$ cat src/rtl/adder_pkg.sv
// Shared defaults and helpers for the registered carry-lookahead adder.
package adder_pkg;
  localparam int ADDER_N     = 27;
  localparam int ADDER_GROUP = 4;

  // Number of lookahead slices needed to cover n bits.
  function automatic int num_groups(input int n, input int g);
    return (n + g - 1) / g;
  endfunction
endpackage

$ cat src/rtl/adder_reg_cla_group.sv
// One GROUP-bit carry-lookahead slice: local sums plus group generate/propagate.
module cla_group
  import adder_pkg::*;
#(
  parameter int GROUP = ADDER_GROUP
) (
  input  logic [GROUP-1:0] a,
  input  logic [GROUP-1:0] b,
  input  logic             cin,
  output logic [GROUP-1:0] s,
  output logic             G,
  output logic             P
);

  logic [GROUP-1:0] w_g, w_p, w_c;

  // Flattened lookahead: carry into bit i from any generating bit below it
  // that propagates all the way up, or from c0 through a full propagate run.
  function automatic logic la_carry(input logic [GROUP-1:0] g,
                                    input logic [GROUP-1:0] p,
                                    input logic c0, input int i);
    logic acc, run;
    acc = 1'b0;
    for (int j = 0; j < i; j++) begin
      run = g[j];
      for (int k = j + 1; k < i; k++) run = run & p[k];
      acc = acc | run;
    end
    run = c0;
    for (int k = 0; k < i; k++) run = run & p[k];
    return acc | run;
  endfunction

  assign w_g = a & b;
  assign w_p = a ^ b;

  for (genvar i = 0; i < GROUP; i++) begin : g_c
    assign w_c[i] = la_carry(w_g, w_p, cin, i);
  end

  assign s = w_p ^ w_c;
  assign G = la_carry(w_g, w_p, 1'b0, GROUP);
  assign P = &w_p;

endmodule

$ cat src/rtl/adder_reg.sv
// N-bit unsigned adder, mod 2^N, built from lookahead slices with a registered sum.
// Define ADDER_IN_REG_EN to also register the operands (2-cycle latency).
module adder_reg
  import adder_pkg::*;
#(
  parameter int N     = ADDER_N,
  parameter int GROUP = ADDER_GROUP
) (
  input  logic         clk,
  input  logic         rst,
  input  logic [N-1:0] input1,
  input  logic [N-1:0] input2,
  output logic [N-1:0] sum
);

  localparam int NG = num_groups(N, GROUP);
  localparam int NP = NG * GROUP;

  logic [N-1:0]  w_op_a, w_op_b;
  logic [NP-1:0] w_a, w_b, w_s;
  logic [NG-1:0] w_gg, w_gp;
  logic [NG:0]   w_gc;
  logic [N-1:0]  r_sum;
  logic          w_unused;

`ifdef ADDER_IN_REG_EN
  logic [N-1:0] r_in1, r_in2;

  always_ff @(posedge clk or posedge rst) begin
    if (rst) begin
      r_in1 <= '0;
      r_in2 <= '0;
    end else begin
      r_in1 <= input1;
      r_in2 <= input2;
    end
  end

  assign w_op_a = r_in1;
  assign w_op_b = r_in2;
`else
  assign w_op_a = input1;
  assign w_op_b = input2;
`endif

  // Pad bits are zero so they never generate or propagate into real bits.
  assign w_a = NP'(w_op_a);
  assign w_b = NP'(w_op_b);

  assign w_gc[0] = 1'b0;

  for (genvar i = 0; i < NG; i++) begin : g_slice
    cla_group #(.GROUP(GROUP)) u_grp (
      .a   (w_a[i*GROUP +: GROUP]),
      .b   (w_b[i*GROUP +: GROUP]),
      .cin (w_gc[i]),
      .s   (w_s[i*GROUP +: GROUP]),
      .G   (w_gg[i]),
      .P   (w_gp[i])
    );
    assign w_gc[i+1] = w_gg[i] | (w_gp[i] & w_gc[i]);
  end

  // Carry-out and pad-region sum bits are intentionally discarded.
  assign w_unused = ^{w_s, w_gc[NG]};

  always_ff @(posedge clk or posedge rst) begin
    if (rst) r_sum <= '0;
    else     r_sum <= w_s[N-1:0];
  end

  assign sum = r_sum;

endmodule

$ cat config.mk
export PLATFORM = sky130hd
export DESIGN_NAME = adder_reg
export DESIGN_NICKNAME = d
export VERILOG_FILES = /design/src/rtl/adder_pkg.sv /design/src/rtl/adder_reg_cla_group.sv /design/src/rtl/adder_reg.sv
export SDC_FILE = /design/constraint.sdc
export NUM_CORES = 1
export LEC_CHECK = 0
export BUFFER_PORTS_ARGS = -buffer_cell sky130_fd_sc_hd__buf_4
export CAP_MARGIN = 20
export CORE_MARGIN = 1
export CORE_UTILIZATION = 43
export CTS_BUF_LIST = sky130_fd_sc_hd__clkbuf_4
export DETAILED_ROUTE_END_ITERATION = 7
export PLACE_DENSITY = 0.78
export SETUP_SLACK_MARGIN = 0.2
export SLEW_MARGIN = 20
export SYNTH_ARGS = -nofsm -noshare
export SYNTH_HDL_FRONTEND = slang
export SYNTH_SLANG_ARGS = --single-unit
export TNS_END_PERCENT = 100
$ cat constraint.sdc
create_clock -name clk -period 0.8 [get_ports clk]
set_input_delay 0 -clock clk [delete_from_list [all_inputs] [get_ports clk]]
set_output_delay 0 -clock clk [all_outputs]
set_load 0.1 [all_outputs]
==> results of run 1 <==
## Yosys cell counts
library cell	n
ha_1	33
dfrtp_1	27
nor2_1	14
o21a_1	12
xor2_1	8
a21oi_1	7
fa_1	7
xnor2_1	7
a21o_1	5
nand2_1	5
nor3_1	5
nand4_1	4
inv_1	3
o21ai_0	3
a21oi_2	2
a221oi_2	1
inv_2	1
nand3_1	1
o211ai_1	1
o21ai_2	1
o21bai_1	1
o31a_1	1
## stage by stage
stage                     utilization, %  cell area (µm²)  std cells
after floorplan                        -             1924        149
after global placement             79.63             3003        331
after detailed placement           79.63             3003        331
after CTS                          93.50             3526        343
## cell families after synthesis
family,share of synthesized area [%]
adder cells (fa/ha/maj),31.71
AO/OA/AOI/OAI,13.92
AND/OR/NAND/NOR,7.245
flip-flops,38.74
XOR/XNOR,7.533
buffers and inverters,0.8606
## repair_timing
item                       CTS
gates resized for setup    104
gates cloned                 0
hold endpoints to repair    30
setup buffers                7
hold buffers                 1
setup endpoints to repair   53
pin swaps                   35
==> flow_metrics.tcl, run 1 <==
set metrics [dict create \
    status "did not finish" \
    haltStage "global routing (5_1_grt)" \
    firstError "[ERROR DPL-0033] detailed placement checks failed during check placement." \
    crit_endpoint "sum[23]$_DFF_PP0_/D" \
    grt_max_degree 28 \
    yosysTopAreaCellShare_pct 38.74 \
    root_buffer "clkbuf_4" \
    worst_path_end_type "register input" \
    synthTopCellsByArea "dfrtp_1, ha_1, fa_1" \
    yosysTopAreaCell "dfrtp_1" \
    detailed_place_hpwl_mm 3.953 \
    netlist_area_mm2 0.001744 \
    die_w_um 65.69 \
    initial_utilization_pct 46.25 \
    io_buffers 82 \
    cts-htree-levels 1 \
    synth.avg_cell_area_um2 11.71 \
    netlist_instances 149 \
    cts_buffer_depth 2 \
    place.gp.congestion 0.8374 \
    die_h_um 65.69 \
    pre_cts_ws_ps -1367 \
    io_pins 83 \
    clock_sinks 27 \
    synth_fp_nets 245 \
    ys_types 22 \
    cts_made_buffers 3 \
    synth_seq_area_share_pct 38.74 \
    num_rows 22 \
    ys_ff_latch 27 \
    antenna_found_initial 0 \
    yosys_warnings 0 \
]
==> run 2: changes to the inputs <==
--- a/config.mk
+++ b/config.mk
@@ -8,11 +8,9 @@
 export BUFFER_PORTS_ARGS = -buffer_cell sky130_fd_sc_hd__buf_4
 export CAP_MARGIN = 20
 export CORE_MARGIN = 1
-export CORE_UTILIZATION = 43
-export CTS_BUF_LIST = sky130_fd_sc_hd__clkbuf_4
+export CORE_UTILIZATION = 30
 export DETAILED_ROUTE_END_ITERATION = 7
-export PLACE_DENSITY = 0.78
-export SETUP_SLACK_MARGIN = 0.2
+export PLACE_DENSITY_LB_ADDON = 0.15
 export SLEW_MARGIN = 20
 export SYNTH_ARGS = -nofsm -noshare
 export SYNTH_HDL_FRONTEND = slang
==> constraint.sdc (replaced) <==
create_clock -name clk -period 1 [get_ports clk]
set_input_delay 0 -clock clk [delete_from_list [all_inputs] [get_ports clk]]
set_output_delay 0 -clock clk [all_outputs]
set_load 0.1 [all_outputs]
==> run 2 against run 1 <==
  * The flow now finishes, with violations (negative hold slack, negative setup slack)
  * Area after synthesis is the same
  * Synthesized cell count is the same
==> flow_metrics.tcl, run 2 <==
set metrics [dict create \
    drc 0 \
    hp-class "input port to flop" \
    die_area_mm2 0.006123 \
    ys_types 22 \
    synth_seq_area_share_pct 38.74 \
    synth_commonest_cells "ha_1, dfrtp_1, nor2_1" \
    leakage_uw 0.001559 \
    hold_slack_ps -3.561 \
    io_pins 83 \
    critPathKind "input port to flop" \
    worstPathRequired_ps 1210 \
    layout_commonest_cell "buf_4" \
    met2WireLength_mm 2.124 \
    overflow 0 \
    wire_per_inst_um 11.14 \
    synth_edf_count 0 \
    fmax_mhz 562.5 \
    cts_made_buffers 3 \
    initial_utilization_pct 31.48 \
    grt_pass1_vias 1627 \
    antenna_found_initial 0 \
    netlist_instances 149 \
    final_nets 392 \
    p_switching_uw 2663 \
    layout_common_cells "buf_4, dfrtp_1, ha_1, o21a_1, nor2_1" \
    seqPwrFrac_pct 26.1 \
    drtAntennaViolNets 0 \
    critPathArrivalTime_ps 1990 \
    p_int_uw 2576 \
    violations "negative hold slack, negative setup slack" \
    place_inst 356 \
    die_w_um 78.25 \
    coreArea_mm2 0.005540 \
    cp_max_fo 2 \
    finalCriticalPeriod_ps 1778 \
    yosysMostFrequentCell "ha_1" \
    fin_cells 367 \
    num_rows 27 \
    die_h_um 78.25 \
    io_buffers 82 \
    yosys_warnings 0 \
    synthTopCellsByArea "dfrtp_1, ha_1, fa_1" \
    area_growth_pct 80.99 \
    synth_fp_nets 245 \
    p_clk_share_pct 12.5 \
    setup_viol 23 \
    p_sw_share_pct 50.83 \
    viasPerCell 4.381 \
    fillCellCount 513 \
    met3WireLength_um 233 \
    grt_usage_pct 14.06 \
    grt_max_degree 28 \
    status "finished with violations" \
    start_kind "input port" \
    dr_total_vias 1608 \
    hold_viol_final 1 \
    layout-drive-gt1-share_pct 60.34 \
    cts_tree "yes" \
    netlist_area_mm2 0.001744 \
    whs_path_depth 2 \
    largest_reg_flops 27 \
    drt_wl_total_mm 4.087 \
    rsz0062_at_grt "yes" \
    drv_cap 0 \
    clock_sinks 27 \
    p_comb_share_pct 61.4 \
    worstSetupEndpointType "flop" \
    grt_pass1_wl_mm 6.755 \
    num_antenna_cells 0 \
    clkTransAtPathRegs_ps 110 \
    p_per_area_mw_per_mm2 1660 \
    hold_path_end "sum[4]$_DFF_PP0_" \
    slew_headroom_pct 75.35 \
    dr.first_iter.drc_count 28 \
    cts-htree-levels 1 \
    wl_met1_mm 1.688 \
    synth-async-reset-ratio_pct 100.0 \
    yosysTopAreaCell "dfrtp_1" \
    first_pass_iters 4 \
    tightest_slew_ps 369.7 \
    slew_viol_final 0 \
    fin_crit_sh_pct 177.8 \
    synth_top_flop_cell "dfrtp_1" \
    detailed_place_hpwl_mm 3.381 \
    worstHoldStart "input1[4]" \
    cts_buffer_depth 2 \
    place.gp.congestion 0.7795 \
    setup_ws_ps -777.8 \
    ir_drop_v 0.0008227 \
    yosysTopAreaCellShare_pct 38.74 \
    ys_ff_latch 27 \
    synth.avg_cell_area_um2 11.71 \
    root_buffer "clkbuf_8" \
    top_layer "met4" \
]
==> run 2: cell counts after synthesis <==
No cell type changed its count.
==> run 2: layout make-up <==
type	instances	area [µm²]	area share, %
clock buffers	3	41.29	1.308
clock inverters	1	5.005	0.1585
repair buffers	142	1094	34.64
well taps	72	90.09	2.854
flip-flops and latches	27	675.6	21.40
multi-input cells	118	1234	39.08
inverters	4	17.52	0.5549
==> run 2: timing repair <==
item,4_1_cts,5_1_grt
setup buffers,5,5
setup endpoints to repair,23,23
gates resized for setup,16,14
hold endpoints to repair,29,0
hold buffers,2,0
pin swaps,27,24
==> run 2: per-stage QoR <==
step                util (%)  instance area [µm²]  setup WS [ps]  total power, µW  TNS, ps
detailed placement     52.66                 2918          -1181             4508   -21750
floorplan                  -                 1814         -929.0             3551   -14650
CTS                    55.78                 3090         -828.3             5255   -14100
finish                 56.98                 3157         -777.8             5239   -13340
global route           56.98                 3157         -907.6             5516   -15300
global placement       52.66                 2918          -1122             4484   -21380
==> run 2: worst max path at each step <==
| stage | startpoint | endpoint | slack [ps] | depth (start not counted) |
|---|---|---|---|---|
| global route | input1[9] | sum[23]$_DFF_PP0_ | -910 | 12 |
| CTS | input2[1] | sum[23]$_DFF_PP0_ | -830 | 13 |
| global placement | input1[1] | sum[23]$_DFF_PP0_ | -1120 | 13 |
| finish | input2[1] | sum[23]$_DFF_PP0_ | -780 | 13 |
| detailed placement | input1[1] | sum[23]$_DFF_PP0_ | -1180 | 13 |
| floorplan | input1[1] | sum[23]$_DFF_PP0_ | -930 | 12 |
==> run 2: kinds of logic (layout without fill, tap and decap cells) <==
family                   after synthesis  count (layout)  share of synthesized area, %
buffers and inverters                  4             150                        0.8606
XOR/XNOR                              15              15                         7.533
adder cells (fa/ha/maj)               40              40                         31.71
AO/OA/AOI/OAI                         34              34                         13.92
flip-flops                            27              27                         38.74
AND/OR/NAND/NOR                       29              29                         7.245
==> run 2: metal layers <==
layer / track usage, % / vias to the layer above
met2: 26.23 / 46
met1: 16.49 / 743
met4: 4.444 / 0
met5: 0 / -
li1: - / 817
met3: 1.860 / 2
==> run 2: power groups by stage <==
stage	clock, µW	sequential, µW	combinational, µW
floorplan	0	3010	540
global placement	0	1400	3090
detailed placement	0	1390	3110
CTS	680	1370	3200
global route	743	1390	3390
finish	653	1370	3220
==> run 2: critical path, stage by stage <==
cell,delay [ps]
buf_8,100
ha_4,230
ha_4,150
o211ai_1,150
nand2_1,110
a21oi_2,160
o31a_1,220
o21ai_2,90
ha_2,190
o21a_1,180
o21a_1,190
nor2_2,100
xnor2_1,120
No activity file was read; power rests on OpenSTA's default activity.
==> run 3: changes to the inputs <==
--- a/config.mk
+++ b/config.mk
@@ -7,6 +7,7 @@
 export LEC_CHECK = 0
 export BUFFER_PORTS_ARGS = -buffer_cell sky130_fd_sc_hd__buf_4
 export CAP_MARGIN = 20
+export CORE_ASPECT_RATIO = 0.75
 export CORE_MARGIN = 1
 export CORE_UTILIZATION = 30
 export DETAILED_ROUTE_END_ITERATION = 7
==> run 3 against run 2 <==
  * The run ends with negative setup slack left
  * Global-route usage is 1.1 points lower
  * Critical path depth is the same
  * Fmax decreased by 1.2%
  * Clock power is 6.3% lower
  * Via count decreased by 0.56%
  * Sequential cell count unchanged
  * Cell area rose by 0.32%
  * Utilization up 0.94 points
  * First-iteration DRC count fell by 54%
  * Final cell count up 1.6%
  * Die area about the same
==> flow_metrics.tcl, run 3 (synthesized netlist as in run 2, its figures left out) <==
set metrics [dict create \
    status "finished with violations" \
    violations "negative setup slack" \
    grt_max_degree 28 \
    grt_usage_pct 12.94 \
    ir_drop_v 0.0006423 \
    die_area_mm2 0.006126 \
    critPathArrivalTime_ps 1990 \
    area_growth_pct 81.56 \
    setup_viol 23 \
    drtAntennaViolNets 0 \
    detailed_place_hpwl_mm 3.391 \
    layout_common_cells "buf_4, dfrtp_1, ha_1, o21a_1" \
    seqPwrFrac_pct 26.2 \
    num_rows 23 \
    grt_pass1_vias 1504 \
    wire_per_inst_um 10.82 \
    register_area_um2 675.6 \
    worstPathRequired_ps 1190 \
    layout_commonest_cell "buf_4" \
    cts_tree "yes" \
    cts_buffer_depth 2 \
    slew_headroom_pct 76.30 \
    hold_slack_ps 41.99 \
    cp_max_fo 2 \
    place_inst 361 \
    hold_viol_final 0 \
    die_w_um 90.05 \
    fin_crit_sh_pct 179.9 \
    multiInputGateArea_mm2 0.001215 \
    clkTransAtPathRegs_ps 90 \
    die_h_um 68.04 \
    p_clk_share_pct 11.7 \
    p_per_area_mw_per_mm2 1647 \
    hp-class "input port to flop" \
    drv_cap 0 \
    dr.first_iter.drc_count 13 \
    num_antenna_cells 0 \
    critPathKind "input port to flop" \
    first_pass_iters 4 \
    io_buffers 82 \
    cts_made_buffers 3 \
    antenna_found_initial 0 \
    start_kind "input port" \
    p_switching_uw 2622 \
    power_uw 5214 \
    grt_pass1_wl_mm 6.313 \
    fillCellCount 507 \
    layout-drive-gt1-share_pct 61.41 \
    drt_wl_total_mm 4.034 \
    crit_cells 13 \
    crit_chain "buf_6 -> ha_4 -> ha_4 -> o211ai_1 -> nand2_1 -> a21oi_2 -> o31a_1 -> o21ai_2 -> ha_2 -> o21a_1 -> o21a_1 -> nor2_1 -> xnor2_1" \
    rsz0062_at_grt "yes" \
    p_comb_share_pct 62.1 \
    place.gp.congestion 0.7537 \
    fmax_mhz 555.8 \
    whs_path_depth 3 \
    path_buf_inv 1 \
    clock_sinks 27 \
    overflow 0 \
    viasPerCell 4.287 \
    initial_utilization_pct 31.90 \
    p_sw_share_pct 50.28 \
    leakage_uw 0.001570 \
    fin_cells 373 \
    largest_reg_flops 27 \
    max_stage_delay_ps 230 \
    drc 0 \
    dr_total_vias 1599 \
    cp_slowest_cell "ha_4" \
    finalCriticalPeriod_ps 1799 \
    slew_viol_final 0 \
    coreArea_mm2 0.005468 \
    tightest_slew_ps 355.5 \
    critPathTopFamily "compound AO/OA/AOI/OAI gates" \
    cts-htree-levels 1 \
    setup_ws_ps -799.2 \
    io_pins 83 \
    worstSetupEndpointType "flop" \
    root_buffer "clkbuf_8" \
    final_nets 395 \
    p_int_uw 2592 \
]
## run 3: worst paths after layout
kind / start / end
min in group asynchronous: rst / sum[0]$_DFF_PP0_
max in group asynchronous: rst / sum[19]$_DFF_PP0_
max: input1[1] / sum[23]$_DFF_PP0_
min: input1[26] / sum[26]$_DFF_PP0_
## run 3: layout make-up
cell class,count,area share [%]
clock buffer,4,1.422
inverter,4,0.5531
multi-input combinational,118,38.36
sequential,27,21.34
tap,75,2.963
timing repair buffer,145,35.36
## run 3: what timing repair did
action | 4_1_cts | 5_1_grt
setup buffers | 2 | 6
hold buffers | 2 | 0
gates cloned | 0 | 0
resized for setup | 14 | 14
endpoints found under the hold margin | 28 | 0
pin swaps | 26 | 24
setup endpoints to repair | 23 | 23
## run 3: per-stage QoR
step                util (%)  setup TNS, ps  instance area [µm²]  worst slack [ps]
floorplan                  -         -14650                 1814            -929.0
global placement       53.71         -21670                 2937             -1154
detailed placement     53.71         -21940                 2937             -1170
CTS                    56.29         -14220                 3078            -823.2
global route           57.92         -16550                 3167            -936.2
finish                 57.92         -14590                 3167            -799.2
## run 3: power groups by stage
stage / clock, µW / sequential (µW) / combinational, µW
2_1_floorplan: 0 / 3010 / 540
3_3_place_gp: 0 / 1390 / 3100
3_5_place_dp: 0 / 1390 / 3120
4_1_cts: 648 / 1370 / 3190
5_1_grt: 696 / 1390 / 3410
6_report: 612 / 1370 / 3240
## run 3: metal layers
| metal | vias up | track usage [%] | wire [µm] | part of all wire (%) |
|---|---|---|---|---|
| met5 | - | 0 | 0 | 0 |
| met4 | 0 | 3.024 | 29 | 0.72 |
| met3 | 2 | 2.667 | 199 | 4.9 |
| met2 | 43 | 24.05 | 2030 | 50 |
| met1 | 727 | 15.74 | 1774 | 44 |
| li1 | 827 | - | - | - |
==> run 4: changes to the inputs <==
--- a/config.mk
+++ b/config.mk
@@ -15,5 +15,6 @@
 export SLEW_MARGIN = 20
 export SYNTH_ARGS = -nofsm -noshare
 export SYNTH_HDL_FRONTEND = slang
+export SYNTH_HIERARCHICAL = 1
 export SYNTH_SLANG_ARGS = --single-unit
 export TNS_END_PERCENT = 100
==> run 4 against run 3 <==
  * The run still ends with negative setup slack left
  * Synthesized cell count grew 22%
  * Non-clock buffer count shrank 11
  * Global-route usage grew 1.7 points
  * First-iteration DRC count grew 69%
  * Power grew 8.6%
  * Area after synthesis grew 10%
  * Sequential share of layout area shrank 1.8 points
  * Sequential power is essentially flat
  * Cell area grew 9.4%
  * Worst hold slack lost 12 ps
  * Critical endpoint is now sum[20]$_DFF_PP0_
  * Largest cell class unchanged
  * Largest power group unchanged
  * Highest routed layer unchanged
==> flow_metrics.tcl, run 4 <==
set metrics [dict create \
    worstSetupEndpointType "flop" \
    coreArea_mm2 0.006006 \
    layout-drive-gt1-share_pct 61.06 \
    grt_pass1_vias 1818 \
    layout_commonest_cell "buf_4" \
    placed_cell_area_mm2 0.003221 \
    netlist_instances 182 \
    detailed_place_hpwl_mm 3.838 \
    setup_viol 23 \
    dr.first_iter.drc_count 22 \
    drv_cap 0 \
    fin_cells 399 \
    worstSetupEndpoint "sum[20]$_DFF_PP0_" \
    p_per_area_mw_per_mm2 1633 \
    hold_slack_ps 29.70 \
    drc 0 \
    rsz0062_at_grt "yes" \
    slew_viol_final 0 \
    final_nets 419 \
    drtAntennaViolNets 0 \
    dr_total_vias 1728 \
    finalCriticalPeriod_ps 1549 \
    io_buffers 82 \
    yosys_warnings 6 \
    root_buffer "clkbuf_8" \
    netlist_area_mm2 0.001924 \
    overflow 0 \
    num_antenna_cells 0 \
    clock_sinks 27 \
    wire_per_inst_um 11.37 \
    num_rows 24 \
    hold_viol_final 0 \
    synth.avg_cell_area_um2 10.57 \
    clkTransAtPathRegs_ps 100 \
    initial_utilization_pct 32.04 \
    viasPerCell 4.331 \
    setup_ws_ps -549.0 \
    io_pins 83 \
    cts_made_buffers 3 \
    fmax_mhz 645.6 \
    place.gp.congestion 0.7781 \
    critPathKind "input port to flop" \
    design_area_mm2 0.003466 \
    hp-class "input port to flop" \
    pre_cts_ws_ps -926.9 \
    register_area_um2 675.6 \
    largest_reg_flops 27 \
    first_pass_iters 4 \
    grt_usage_pct 14.63 \
    cts_tree "yes" \
    cp_max_fo 3 \
    cts_buffer_depth 2 \
    cts-htree-levels 1 \
    layout_common_cells "buf_4, dfrtp_1, ha_4, inv_1, ha_1" \
    grt_pass1_wl_mm 7.700 \
    fin_crit_sh_pct 154.9 \
    grt_max_degree 28 \
    fillCellCount 559 \
    critPathLaunch "input2[4]" \
    ir_drop_v 0.0007093 \
    place_inst 391 \
    multiInputGateArea_mm2 0.001516 \
    die_h_um 71.36 \
    antenna_found_initial 0 \
    status "finished with violations" \
    start_kind "input port" \
    die_w_um 94.48 \
    violations "negative setup slack" \
    leakage_uw 0.001662 \
    drt_wl_total_mm 4.537 \
    critPathArrivalTime_ps 1730 \
    area_growth_pct 80.10 \
    worstPathRequired_ps 1180 \
    die_area_mm2 0.006742 \
]
==> run 4: worst min-delay path by stage <==
| stage | startpoint | to | slack, ps | depth (start not counted) |
|---|---|---|---|---|
| 5_1_grt | input1[26] | sum[26]$_DFF_PP0_ | 20 | 3 |
| 2_1_floorplan | rst | sum[0]$_DFF_PP0_ | 50 | 1 |
| 4_1_cts | input1[26] | sum[26]$_DFF_PP0_ | 10 | 3 |
| 3_3_place_gp | rst | sum[7]$_DFF_PP0_ | 100 | 3 |
| 3_5_place_dp | rst | sum[6]$_DFF_PP0_ | 100 | 3 |
| 6_report | input1[26] | sum[26]$_DFF_PP0_ | 30 | 3 |
==> run 4: per-stage QoR <==
step,power [µW],util [%],TNS [ps]
4_1_cts,5683,56.60,-9257
3_5_place_dp,4932,53.63,-17350
6_report,5660,57.71,-9137
5_1_grt,5959,57.71,-10450
2_1_floorplan,3928,-,-10180
3_3_place_gp,4908,53.63,-17210
==> run 4: worst max-delay path, stage by stage <==
cell	delay (ps)
buf_4	130
ha_4	260
and4_4	220
a211o_1	160
o211ai_4	120
a21boi_2	210
inv_2	60
fa_2	530
inv_2	30
==> run 4: timing repair <==
action	4_1_cts	5_1_grt
hold buffers	2	0
setup buffers	1	1
setup endpoints to repair	23	23
resized for setup	27	16
pin swaps	31	26
hold endpoints to repair	28	0
==> run 4: report_power, final <==
part / switching [µW] / internal, µW
sequential: 70.5 / 1330
clock: 354 / 283
combinational: 2510 / 1120
total: 2930 / 2730
==> run 4: final cells by class <==
type	count	share of cell area (%)
multi-input combinational	135	43.75
clock inverter	1	0.2166
clock buffer	3	1.191
sequential	27	19.49
tap	78	2.816
inverter	21	2.274
timing repair buffer	134	30.25
==> run 4: routing by layer <==
layer	GRT usage [%]	up-vias	part of all wire, %
li1	-	897	-
met1	18.67	781	45
met2	25.85	48	49
met3	2.760	2	5.8
met4	3.030	0	0.86
met5	0	-	0
